===== config.mk =====
export PLATFORM = sky130hd
export DESIGN_NAME = qracc_csr_master_flat
export DESIGN_NICKNAME = d
export VERILOG_FILES = /design/src/rtl/qracc_csr_master_if.sv /design/src/rtl/qracc_csr_master.sv /design/src/flat_wrapper.sv
export SDC_FILE = /design/constraint.sdc
export NUM_CORES = 1
export LEC_CHECK = 0
export CAP_MARGIN = 20
export CORE_MARGIN = 2
export CORE_UTILIZATION = 25
export CTS_BUF_LIST = sky130_fd_sc_hd__clkbuf_8
export DETAILED_ROUTE_END_ITERATION = 12
export SYNTH_ARGS = -nofsm -noshare
export SYNTH_HDL_FRONTEND = slang
export SYNTH_SLANG_ARGS = --single-unit
export TNS_END_PERCENT = 20

===== constraint.sdc =====
create_clock -name clk -period 5.3 [get_ports clk]
set_input_delay 1.325 -clock clk [delete_from_list [all_inputs] [get_ports clk]]
set_output_delay 1.325 -clock clk [all_outputs]
set_load 0.01 [all_outputs]

===== src/rtl/qracc_csr_master_if.sv =====
// qracc_csr_master_if: single-beat CSR bus with read data returned one cycle after the handshake.
interface qracc_csr_master_if #(
  parameter int ADDR_W = 32,
  parameter int DATA_W = 32
);
  logic [ADDR_W-1:0] bus_addr_o;
  logic [DATA_W-1:0] bus_data_o;
  logic              bus_wen_o;
  logic              bus_valid_o;
  logic              bus_ready_i;
  logic [DATA_W-1:0] rd_data_i;
  logic              rd_data_valid_i;
  modport master (
    output bus_addr_o, bus_data_o, bus_wen_o, bus_valid_o,
    input  bus_ready_i, rd_data_i, rd_data_valid_i
  );
  modport slave (
    input  bus_addr_o, bus_data_o, bus_wen_o, bus_valid_o,
    output bus_ready_i, rd_data_i, rd_data_valid_i
  );
endinterface


===== src/rtl/qracc_csr_master.sv =====
// qracc_csr_master: turns write/read/poll commands into single-beat CSR bus transactions,
// one response per command.
module qracc_csr_master #(
  parameter int ADDR_W     = 32,
  parameter int DATA_W     = 32,
  parameter int POLL_MAX   = 1024,
  parameter int POLL_GAP   = 4,
  parameter int RD_TIMEOUT = 16
) (
  input  logic              clk,
  input  logic              nrst,
  input  logic              cmd_valid_i,
  output logic              cmd_ready_o,
  input  logic [1:0]        cmd_op_i,
  input  logic [ADDR_W-1:0] cmd_addr_i,
  input  logic [DATA_W-1:0] cmd_data_i,
  input  logic [DATA_W-1:0] cmd_mask_i,
  qracc_csr_master_if.master bus,
  output logic              rsp_valid_o,
  input  logic              rsp_ready_i,
  output logic [DATA_W-1:0] rsp_data_o,
  output logic              rsp_err_o,
  output logic              busy_o
);
  localparam int AW = $clog2(POLL_MAX + 1);
  localparam int TW = $clog2(RD_TIMEOUT + 1);
  localparam int GW = $clog2(POLL_GAP + 2);
  localparam logic [AW-1:0] PMAX  = AW'(POLL_MAX);
  localparam logic [TW-1:0] TLAST = TW'(RD_TIMEOUT - 1);
  localparam logic [GW-1:0] GLAST = GW'(POLL_GAP - 1);
  localparam logic [1:0] OP_WR = 2'd0, OP_RD = 2'd1, OP_RSV = 2'd3;
  typedef enum logic [2:0] {IDLE, REQ, RD_WAIT, GAP, RSP} state_t;
  state_t            state_q;
  logic [1:0]        op_q;
  logic [DATA_W-1:0] data_q, mask_q;
  logic [AW-1:0]     att_q;
  logic [TW-1:0]     tmr_q;
  logic [GW-1:0]     gap_q;
  logic              rd_match;
  assign rd_match = ((bus.rd_data_i ^ data_q) & mask_q) == '0;
  assign busy_o   = state_q != IDLE;
  always_ff @(posedge clk or negedge nrst) begin
    if (!nrst) begin
      state_q         <= IDLE;
      op_q            <= '0;
      data_q          <= '0;
      mask_q          <= '0;
      att_q           <= '0;
      tmr_q           <= '0;
      gap_q           <= '0;
      cmd_ready_o     <= 1'b0;
      rsp_valid_o     <= 1'b0;
      rsp_data_o      <= '0;
      rsp_err_o       <= 1'b0;
      bus.bus_addr_o  <= '0;
      bus.bus_data_o  <= '0;
      bus.bus_wen_o   <= 1'b0;
      bus.bus_valid_o <= 1'b0;
    end else begin
      case (state_q)
        IDLE: if (cmd_valid_i && cmd_ready_o) begin
          cmd_ready_o    <= 1'b0;
          op_q           <= cmd_op_i;
          data_q         <= cmd_data_i;
          mask_q         <= cmd_mask_i;
          att_q          <= PMAX;
          state_q        <= cmd_op_i == OP_RSV ? RSP : REQ;
          rsp_valid_o    <= cmd_op_i == OP_RSV;
          rsp_err_o      <= cmd_op_i == OP_RSV;
          rsp_data_o     <= '0;
          bus.bus_valid_o <= cmd_op_i != OP_RSV;
          bus.bus_addr_o <= cmd_addr_i;
          bus.bus_wen_o  <= cmd_op_i == OP_WR;
          bus.bus_data_o <= cmd_op_i == OP_WR ? cmd_data_i : '0;
        end else cmd_ready_o <= 1'b1;
        REQ: if (bus.bus_ready_i) begin
          bus.bus_valid_o <= 1'b0;
          state_q         <= op_q == OP_WR ? RSP : RD_WAIT;
          rsp_valid_o     <= op_q == OP_WR;
          rsp_data_o      <= '0;
          rsp_err_o       <= 1'b0;
          tmr_q           <= '0;
        end
        RD_WAIT: if (bus.rd_data_valid_i) begin
          if (op_q == OP_RD || rd_match || att_q == AW'(1)) begin
            state_q     <= RSP;
            rsp_valid_o <= 1'b1;
            rsp_data_o  <= bus.rd_data_i;
            rsp_err_o   <= op_q != OP_RD && !rd_match;
          end else begin
            // POLL_GAP of zero re-issues the read immediately
            att_q           <= att_q - 1'b1;
            gap_q           <= '0;
            state_q         <= POLL_GAP == 0 ? REQ : GAP;
            bus.bus_valid_o <= POLL_GAP == 0;
          end
        end else if (tmr_q == TLAST) begin
          state_q     <= RSP;
          rsp_valid_o <= 1'b1;
          rsp_data_o  <= '0;
          rsp_err_o   <= 1'b1;
        end else tmr_q <= tmr_q + 1'b1;
        GAP: if (gap_q == GLAST) begin
          state_q         <= REQ;
          bus.bus_valid_o <= 1'b1;
        end else gap_q <= gap_q + 1'b1;
        RSP: if (rsp_ready_i) begin
          rsp_valid_o <= 1'b0;
          cmd_ready_o <= 1'b1;
          state_q     <= IDLE;
        end
        default: state_q <= IDLE;
      endcase
    end
  end
endmodule

===== src/flat_wrapper.sv =====
// flat-port wrapper written by rule: the top's interface ports become plain ports
module qracc_csr_master_flat 
#(
  parameter int ADDR_W     = 32,
  parameter int DATA_W     = 32,
  parameter int POLL_MAX   = 1024,
  parameter int POLL_GAP   = 4,
  parameter int RD_TIMEOUT = 16
)
  (clk, nrst, cmd_valid_i, cmd_ready_o, cmd_op_i, cmd_addr_i, cmd_data_i, cmd_mask_i, rsp_valid_o, rsp_ready_i, rsp_data_o, rsp_err_o, busy_o, bus_bus_addr_o, bus_bus_data_o, bus_bus_wen_o, bus_bus_valid_o, bus_bus_ready_i, bus_rd_data_i, bus_rd_data_valid_i);
  qracc_csr_master_if #(.ADDR_W(ADDR_W), .DATA_W(DATA_W)) bus_i ();
  input  logic clk;
  input  logic nrst;
  input  logic cmd_valid_i;
  output logic cmd_ready_o;
  input  logic [1:0] cmd_op_i;
  input  logic [ADDR_W-1:0] cmd_addr_i;
  input  logic [DATA_W-1:0] cmd_data_i;
  input  logic [DATA_W-1:0] cmd_mask_i;
  output logic rsp_valid_o;
  input  logic rsp_ready_i;
  output logic [DATA_W-1:0] rsp_data_o;
  output logic rsp_err_o;
  output logic busy_o;
  output wire logic [$bits(bus_i.bus_addr_o)-1:0] bus_bus_addr_o;
  output wire logic [$bits(bus_i.bus_data_o)-1:0] bus_bus_data_o;
  output wire logic [$bits(bus_i.bus_wen_o)-1:0] bus_bus_wen_o;
  output wire logic [$bits(bus_i.bus_valid_o)-1:0] bus_bus_valid_o;
  input wire logic [$bits(bus_i.bus_ready_i)-1:0] bus_bus_ready_i;
  input wire logic [$bits(bus_i.rd_data_i)-1:0] bus_rd_data_i;
  input wire logic [$bits(bus_i.rd_data_valid_i)-1:0] bus_rd_data_valid_i;
  assign bus_bus_addr_o = bus_i.bus_addr_o;
  assign bus_bus_data_o = bus_i.bus_data_o;
  assign bus_bus_wen_o = bus_i.bus_wen_o;
  assign bus_bus_valid_o = bus_i.bus_valid_o;
  assign bus_i.bus_ready_i = bus_bus_ready_i;
  assign bus_i.rd_data_i = bus_rd_data_i;
  assign bus_i.rd_data_valid_i = bus_rd_data_valid_i;
  qracc_csr_master #(.ADDR_W(ADDR_W), .DATA_W(DATA_W), .POLL_MAX(POLL_MAX), .POLL_GAP(POLL_GAP), .RD_TIMEOUT(RD_TIMEOUT)) u_core (.clk(clk), .nrst(nrst), .cmd_valid_i(cmd_valid_i), .cmd_ready_o(cmd_ready_o), .cmd_op_i(cmd_op_i), .cmd_addr_i(cmd_addr_i), .cmd_data_i(cmd_data_i), .cmd_mask_i(cmd_mask_i), .bus(bus_i), .rsp_valid_o(rsp_valid_o), .rsp_ready_i(rsp_ready_i), .rsp_data_o(rsp_data_o), .rsp_err_o(rsp_err_o), .busy_o(busy_o));
endmodule

== Yosys cells after proc, flatten, opt, wreduce, memory -nomap -nowiden ==
Cells that the tools add are included.

* $add $sub $neg: 3
* Equal/unequal tests: 22
* Mux-type cells: 48
* Bitwise gates (word level): 2
* Reductions and logical operators: 26

{| class="wikitable"
|+ Operator list
! operator !! number
|-
| $mux 32 || 6
|-
| $pmux 32 s3 || 1
|-
| $mux 3 || 12
|-
| $mux 11 || 3
|-
| $and 32x32->32 || 1
|-
| $logic_not 32->1 || 1
|-
| $xor 32x32->32 || 1
|-
| $pmux 11 s2 || 1
|-
| $ne 2x2->1 const B || 8
|-
| $mux 1 || 15
|-
| $mux 5 || 3
|-
| $pmux 3 s5 || 1
|-
| $reduce_and 4->1 || 3
|-
| $reduce_and 6->1 || 2
|-
| $eq 11x1->1 const B || 1
|-
| $sub 11x1->11 const B || 1
|-
| $pmux 5 s2 || 1
|-
| $reduce_and 5->1 || 2
|-
| $eq 3x2->1 const B || 3
|-
| $pmux 1 s4 || 2
|-
| $reduce_bool 2->1 || 4
|-
| $reduce_bool 4->1 || 2
|-
| $ne 2x1->1 const B || 3
|-
| $ne 3x2->1 const B || 2
|-
| other kinds (17) || 22
|}

* Bits in registers: 189
* Bits of input ports: 136
* Output and inout port bits: 102
* Word-level logic and storage cells: 116

== Depth between registers and ports, before layout ==
Gate-level depths: netlist of run 1.

* Depth in word-level cells: 8
* Mapped depth: 10
* Depth with buffers taken out: 9

== Worst setup path after synthesis of run 1 ==
Ideal clock, no wire load.

* Path kind: input to register
* From: input port bus_rd_data_i[1]
* To: register u_core.bus.bus_valid_o
* Library setup time: 0.128 ns
* Data arrival time: 2.918 ns
* Data required time: 5.172 ns
* Path slack: 2.255 ns
* Stages on the path: 8
* Path buffers: 1
* Cells stage by stage: xor2_1 a22oi_1 nand4_1 nor4_4 nor2b_1 buf_2 o21ai_1 mux2_1

* Word-level cells in the longest chain between the ends: 7

{| class="wikitable"
|+ Ends and longest elaborated chain
! what !! RTL line !! text
|-
| start: declaration || flat_wrapper.sv:30 || <nowiki>input wire logic [$bits(bus_i.rd_data_i)-1:0] bus_rd_data_i;</nowiki>
|-
| $xor 32x32->32 || qracc_csr_master.sv:40 || <nowiki>assign rd_match = ((bus.rd_data_i ^ data_q) & mask_q) == '0;</nowiki>
|-
| $and 32x32->32 || qracc_csr_master.sv:40 ||
|-
| $logic_not 32->1 || qracc_csr_master.sv:40 ||
|-
| $logic_or 1x1->1 (2 in a row) || qracc_csr_master.sv:85 || <nowiki>if (op_q == OP_RD || rd_match || att_q == AW'(1)) begin</nowiki>
|-
| $ne 2x2->1 (no source line) || -- ||
|-
| $reduce_and 6->1 (no source line) || -- ||
|-
| end signal: assignment || qracc_csr_master.sv:77 || <nowiki>bus.bus_valid_o <= 1'b0;</nowiki>
|-
| end signal: assignment || qracc_csr_master.sv:95 || <nowiki>bus.bus_valid_o <= POLL_GAP == 0;</nowiki>
|-
| end signal: assignment || qracc_csr_master.sv:105 || <nowiki>bus.bus_valid_o <= 1'b1;</nowiki>
|-
| end: declaration || qracc_csr_master_if.sv:14 || <nowiki>output bus_addr_o, bus_data_o, bus_wen_o, bus_valid_o,</nowiki>
|}

Every way passes these cells.
A chain may end at the register's enable or synchronous reset.

== Worst setup path after layout of run 1 ==
* From: register u_core.state_q[1]
* To: output port busy_o

* Word-level cells in the longest chain between the ends: 1

{| class="wikitable"
|+ Ends and longest elaborated chain
! what !! RTL line !! text
|-
| start: declaration || qracc_csr_master.sv:33 || <nowiki>state_t state_q;</nowiki>
|-
| start signal: assignment || qracc_csr_master.sv:67 || <nowiki>state_q <= cmd_op_i == OP_RSV ? RSP : REQ;</nowiki>
|-
| start signal: assignment || qracc_csr_master.sv:78 || <nowiki>state_q <= op_q == OP_WR ? RSP : RD_WAIT;</nowiki>
|-
| start signal: assignment || qracc_csr_master.sv:94 || <nowiki>state_q <= POLL_GAP == 0 ? REQ : GAP;</nowiki>
|-
| $reduce_bool 3->1 || qracc_csr_master.sv:41 || <nowiki>assign busy_o = state_q != IDLE;</nowiki>
|-
| end: declaration || flat_wrapper.sv:24 || <nowiki>output logic busy_o;</nowiki>
|}

Every way passes these cells.

==> results of run 1 <==
==> worst max-delay path, delay by kind of cell (launching register included) <==
| kind | cells | cell delay, ns |
|---|---|---|
| AND/OR/NAND/NOR | 1 | 0.20 |
| buffers and inverters | 2 | 0.80 |
| flip-flops | 1 | 0.82 |
==> synthesized netlist by cell type, types with 7 or more instances <==
cell      count
o21ai_0      14
dfrtp_1     189
inv_1         8
xor2_1       32
buf_2        11
mux2i_1       9
nand4_1       7
a22oi_1      16
nand3_1      39
nor2_1       20
o21ai_1      36
nand2_1     452
clkbuf_1     37
==> flip-flops by register name, indices dropped and copies added (netlist names), 2 cells and up <==
signal and flops:
u_core.att_q 11, u_core.bus.bus_addr_o 32, u_core.bus.bus_data_o 32, u_core.data_q 32, u_core.gap_q 3, u_core.mask_q 32
u_core.op_q 2, u_core.rsp_data_o 32, u_core.state_q 3, u_core.tmr_q 5
==> power by group through the flow <==
stage	clock, µW	sequential, µW	combinational, µW
after floorplan	0	2460	1260
after global placement	0	2420	2470
after detailed placement	0	2430	2500
after CTS	990	2410	2510
after global routing	1050	2490	2770
final	955	2410	2450
==> cell type report <==
type | count | share of cell area
Timing Repair Buffer | 248 | 0.216
Antenna cell | 2 | 0.000436
Clock inverter | 14 | 0.0109
Clock buffer | 18 | 0.0216
Multi-Input combinational cell | 694 | 0.288
Tap cell | 442 | 0.0482
Sequential cell | 189 | 0.412
Inverter | 8 | 0.00262
==> metrics by stage <==
step	worst slack, ns	utilization	hold slack [ns]	cell area, µm²
floorplan	2.25	-	0.446	8240
global placement	1.27	0.341	0.449	11100
detailed placement	1.21	0.341	0.458	11100
CTS	1.65	0.353	0.487	11500
global route	1.45	0.353	0.502	11500
finish	1.69	0.353	0.480	11500
==> kinds of logic (layout without fill, tap and decap cells) <==
kind of cell | count (synthesis) | count (layout) | share of synthesized area
buffers and inverters | 58 | 288 | 0.0290
and+or+nand+nor | 552 | 552 | 0.272
AOI/OAI and AO/OA | 92 | 92 | 0.0671
DFF | 189 | 189 | 0.574
adders and majority gates | 6 | 6 | 0.00911
other | 0 | 2 | 0
xor gates and xnor gates | 33 | 33 | 0.0351
muxes | 11 | 11 | 0.0137
==> worst paths after layout <==
kind	from	to	slack [ns]	depth (start not counted)
worst max-delay path	u_core.state_q[1]	busy_o	1.69	3
worst max register to register	u_core.state_q[2]	u_core.rsp_data_o[13]	2.44	7
worst min register to register	u_core.bus.bus_addr_o[30]	u_core.bus.bus_addr_o[30]	0.48	2
min in group asynchronous	nrst	u_core.gap_q[0]	0.90	1
max in group asynchronous	nrst	u_core.data_q[2]	3.32	2
worst min-delay path	u_core.bus.bus_addr_o[30]	u_core.bus.bus_addr_o[30]	0.48	2
==> cells in the final DEF, fill, tap and decap left out, drive strengths merged, types with 2 or more instances in the layout <==
| cell type | instances |
|---|---|
| ha | 6 |
| o21ai | 50 |
| a22oi | 16 |
| buf | 12 |
| xor2 | 32 |
| nor2b | 5 |
| o22ai | 4 |
| nor3 | 4 |
| a21o | 2 |
| dfrtp | 189 |
| nand4 | 7 |
| nor2 | 21 |
| a211oi | 2 |
| mux2i | 9 |
| a31oi | 2 |
| nor4 | 6 |
| inv | 16 |
| and3 | 3 |
| clkdlybuf4s50 | 236 |
| clkinv | 5 |
| a22o | 2 |
| nand3b | 2 |
| a21oi | 6 |
| mux2 | 2 |
| nand3 | 39 |
| clkbuf | 18 |
| nand2b | 6 |
| or3 | 2 |
| or2 | 2 |
| diode | 2 |
| nand2 | 452 |
==> per-layer routing <==
metal | vias up | part of all wire
li1 | 3463 | -
met1 | 3328 | 0.45
met2 | 190 | 0.47
met3 | 12 | 0.076
met4 | 0 | 0.0077
met5 | - | 0
==> flow_summary.json, run 1 <==
{
  "drive_above_1_share": 0.0453,
  "die_x_um": 186,
  "cts_tree": "built",
  "clk_latency_ns": 0.48,
  "clock_sinks": 189,
  "met1_usage": 0.199,
  "async_reset_ff_frac": 1.00,
  "synth_top_area_share": 0.574,
  "cap_violations": 0,
  "min_period_ns": 3.61,
  "cts_max_path_buffers": 2,
  "grt_use_met3": 0.0499,
  "slew_headroom": 0.334,
  "slew_violations": 0,
  "crit_required_ns": 3.97,
  "portBuffers": 237,
  "start_kind": "register",
  "drtPass1Iterations": 5,
  "grtUsageMet2": 0.238,
  "synth.avg_cell_area_um2": 8.76,
  "yosysSeqAreaShare": 0.574,
  "synth_ff_type": "dfrtp_1",
  "syn_inst": 941,
  "initial_core_util": 0.253,
  "numCtsBuffers": 17,
  "ys_types": 47,
  "seqCellArea_um2": 4730,
  "dieArea_um2": 34400,
  "routed_wl_um": 25200,
  "path_cells": "inv_1 -> nand2_1 -> clkdlybuf4s50_1",
  "outcome": "completed",
  "pwr-share-clk": 0.164,
  "hold_buffers": 0,
  "final_nets": 1300,
  "overflow": 0,
  "hpwl_um": 18000,
  "num_vias": 6993,
  "wl_per_cell_um": 15.6,
  "finalPower_uw": 5810,
  "setup.worst_path.end_class": "output port",
  "grt_usage": 0.150,
  "multi_input_area_um2": 3310,
  "num-fill-cells": 3413,
  "dp_cells": 1581,
  "worst_slew_pin_slew_ns": 0.997,
  "grt_pass1_wl_um": 39300,
  "ys_ff_latch": 189,
  "core_area_um2": 32500,
  "slowest_delay_ns": 0.82,
  "grt.busiest_layer": "met2",
  "leakagePower_uw": 0.00538,
  "synth-edff-count": 0,
  "drt_iter0_markers": 412,
  "synth.cell_area_um2": 8240,
  "clock-root-buffer": "clkbuf_8",
  "ys_warn_count": 0,
  "rows": 66,
  "syn_to_final_growth_pct": 39.3,
  "cts_resized": 0,
  "power.switching_uw": 2330,
  "htreeDepth": 4,
  "power.internal_uw": 3480,
  "hold_violations": 0,
  "p_sw_frac": 0.402,
  "clkTransAtPathRegs_ns": 0.10,
  "cp.arrival_ns": 2.28,
  "cp_slowest_cell": "dfrtp_1",
  "synth.area.top_cells": "dfrtp_1 (57%), nand2_1 (21%), xor2_1 (3.4%), nand3_1 (2.4%), o21ai_1 (2.2%)",
  "critical_path.max_fanout": 25,
  "grt_pass1_vias": 6905,
  "gp_congestion": 0.814,
  "viasPerCell": 4.33,
  "combPwrFrac": 0.422,
  "ioPinCount": 238,
  "hp-class": "register to register",
  "skew_ns": 0.0240,
  "remaining_drc_errors": 0,
  "power_density_nw_per_um2": 506,
  "ant_nets": 0,
  "finalSetupTns_ns": 0,
  "antenna_found_initial": 2,
  "vdd_ir_drop_max_v": 0.000206,
  "rsz0062_at_grt": "no",
  "finalCritPeriodShare": 0.681,
  "postCtsSetupBuffers": 0,
  "synthesis.nets": 1083,
  "clock.fmax_mhz": 277,
  "die_h_um": 186,
  "p_seq_frac": 0.414,
  "setup_violations": 0,
  "stdcell_count": 1615,
  "synth_largest_area_cell": "dfrtp_1",
  "grt_max_degree": 124,
  "path_class": "register to output port"
}
No activity file was read; power rests on OpenSTA's default activity.
==> run 2, diff against run 1 <==
==> constraint.sdc (replaced) <==
create_clock -name clk -period 2.95 [get_ports clk]
set_input_delay 0.7375 -clock clk [delete_from_list [all_inputs] [get_ports clk]]
set_output_delay 0.7375 -clock clk [all_outputs]
set_load 0.01 [all_outputs]
==> run 2 against run 1 <==
Compared with the run above:
- die area unchanged
- combinational power increased by 91%
- register-to-register slack got worse by 1.9 ns
- design area increased by 2.8%
- first-iteration DRC count increased by 35%
- routed wire length increased by 2.4%
- largest cell class unchanged
- worst setup slack got worse by 1.5 ns
- clock skew about the same
- sequential power increased by 77%
- via count increased by 1.8%
- sequential share of layout area decreased by 1.1 points
==> flow_summary.json, run 2 (synthesis results as in run 1) <==
{
  "outcome": "completed",
  "initial_core_util": 0.253,
  "cts_resized": 0,
  "dieArea_um2": 34400,
  "stdcell_count": 1639,
  "cap_violations": 0,
  "grt_pass1_vias": 7069,
  "clock-root-buffer": "clkbuf_8",
  "ioPinCount": 238,
  "syn_to_final_growth_pct": 43.2,
  "vdd_ir_drop_max_v": 0.000517,
  "cp.arrival_ns": 1.97,
  "clock_sinks": 189,
  "grt_max_degree": 71,
  "start_kind": "register",
  "numCtsBuffers": 17,
  "rsz0062_at_grt": "no",
  "regToRegSetupSlack_ns": 0.55,
  "finalSetupTns_ns": 0,
  "hold_violations": 0,
  "cp-startpoint": "u_core.state_q[2]",
  "htreeDepth": 4,
  "cts_tree": "built",
  "hp-class": "input pin to async pin",
  "core_area_um2": 32500,
  "clock.fmax_mhz": 369,
  "num_vias": 7118,
  "slew_violations": 0,
  "setup.worst_path.end_class": "output port",
  "drive_above_1_share": 0.0628,
  "setup_violations": 0,
  "power_density_nw_per_um2": 920,
  "grt_usage": 0.154,
  "final_nets": 1323,
  "dp_cells": 1604,
  "die_x_um": 186,
  "antenna_found_initial": 3,
  "clkTransAtPathRegs_ns": 0.11,
  "remaining_drc_errors": 0,
  "drtPass1Iterations": 5,
  "viasPerCell": 4.34,
  "hold_buffers": 0,
  "rows": 66,
  "wl_per_cell_um": 15.8,
  "postCtsSetupBuffers": 0,
  "skew_ns": 0.0237,
  "final_common_cell": "nand2_1",
  "leakagePower_uw": 0.00555,
  "grt_pass1_wl_um": 40200,
  "worst_slew_pin_slew_ns": 0.592,
  "final_cell_mix": "nand2_1 (452), clkdlybuf4s50_1 (236), dfrtp_1 (189)",
  "hpwl_um": 18800,
  "portBuffers": 237,
  "overflow": 0,
  "routed_wl_um": 25800,
  "ant_nets": 0,
  "slew_headroom": 0.604,
  "place_area_um2": 11400,
  "fin_area_um2": 11800,
  "drt_iter0_markers": 558,
  "gp_congestion": 0.846,
  "clk_latency_ns": 0.49,
  "cts_max_path_buffers": 2,
  "reg2reg_from": "u_core.state_q[2]",
  "die_h_um": 186,
  "min_period_ns": 2.71,
  "crit_required_ns": 2.21,
  "finalCritPeriodShare": 0.919,
  "path_class": "register to output port",
  "critical_path.max_fanout": 15,
  "final_util": 0.363
}
run 2: per-stage QoR:
step | worst slack (ns) | power [µW] | hold WS [ns]
2_1_floorplan | 0.492 | 6690 | 0.442
3_3_place_gp | -0.276 | 9010 | 0.451
3_5_place_dp | -0.258 | 9090 | 0.455
4_1_cts | 0.179 | 11100 | 0.177
5_1_grt | 0.128 | 11800 | 0.195
6_report | 0.239 | 10900 | 0.200
run 2: worst max-delay path, stage by stage, from the launching register on:
cell and delay [ns]:
dfrtp_1 0.63, nor2_1 0.13, nand2_1 0.16, clkdlybuf4s50_1 0.56
run 2: layout make-up:
| cell class | count | area [µm²] |
|---|---|---|
| Antenna cell | 3 | 7.51 |
| Clock buffer | 17 | 234 |
| Clock inverter | 15 | 186 |
| Fill cell | 3378 | 20700 |
| Inverter | 8 | 30.0 |
| Multi-Input combinational cell | 694 | 3310 |
| Sequential cell | 189 | 4730 |
| Tap cell | 442 | 553 |
| Timing Repair Buffer | 271 | 2760 |
run 2: worst paths after layout:
kind	end	cells after the start
setup / recovery	busy_o	3
hold / removal	u_core.rsp_data_o[20]	1
setup reg to reg	u_core.rsp_data_o[8]	8
hold reg to reg	u_core.bus.bus_data_o[22]	2
max in group asynchronous	u_core.mask_q[13]	2
min in group clk	u_core.bus.bus_data_o[22]	2
run 2: where the power goes:
part           internal (µW)  switching (µW)  total [µW]
clock                    854            1050        1910
combinational           2190            2500        4690
sequential              3620             655        4270
run 2: metal layers:
layer / up-vias / track usage / share of wire
li1: 3516 / - / -
met5: - / 0 / 0
met1: 3344 / 0.195 / 0.43
met3: 33 / 0.0517 / 0.079
met4: 0 / 0.0513 / 0.021
met2: 225 / 0.247 / 0.47
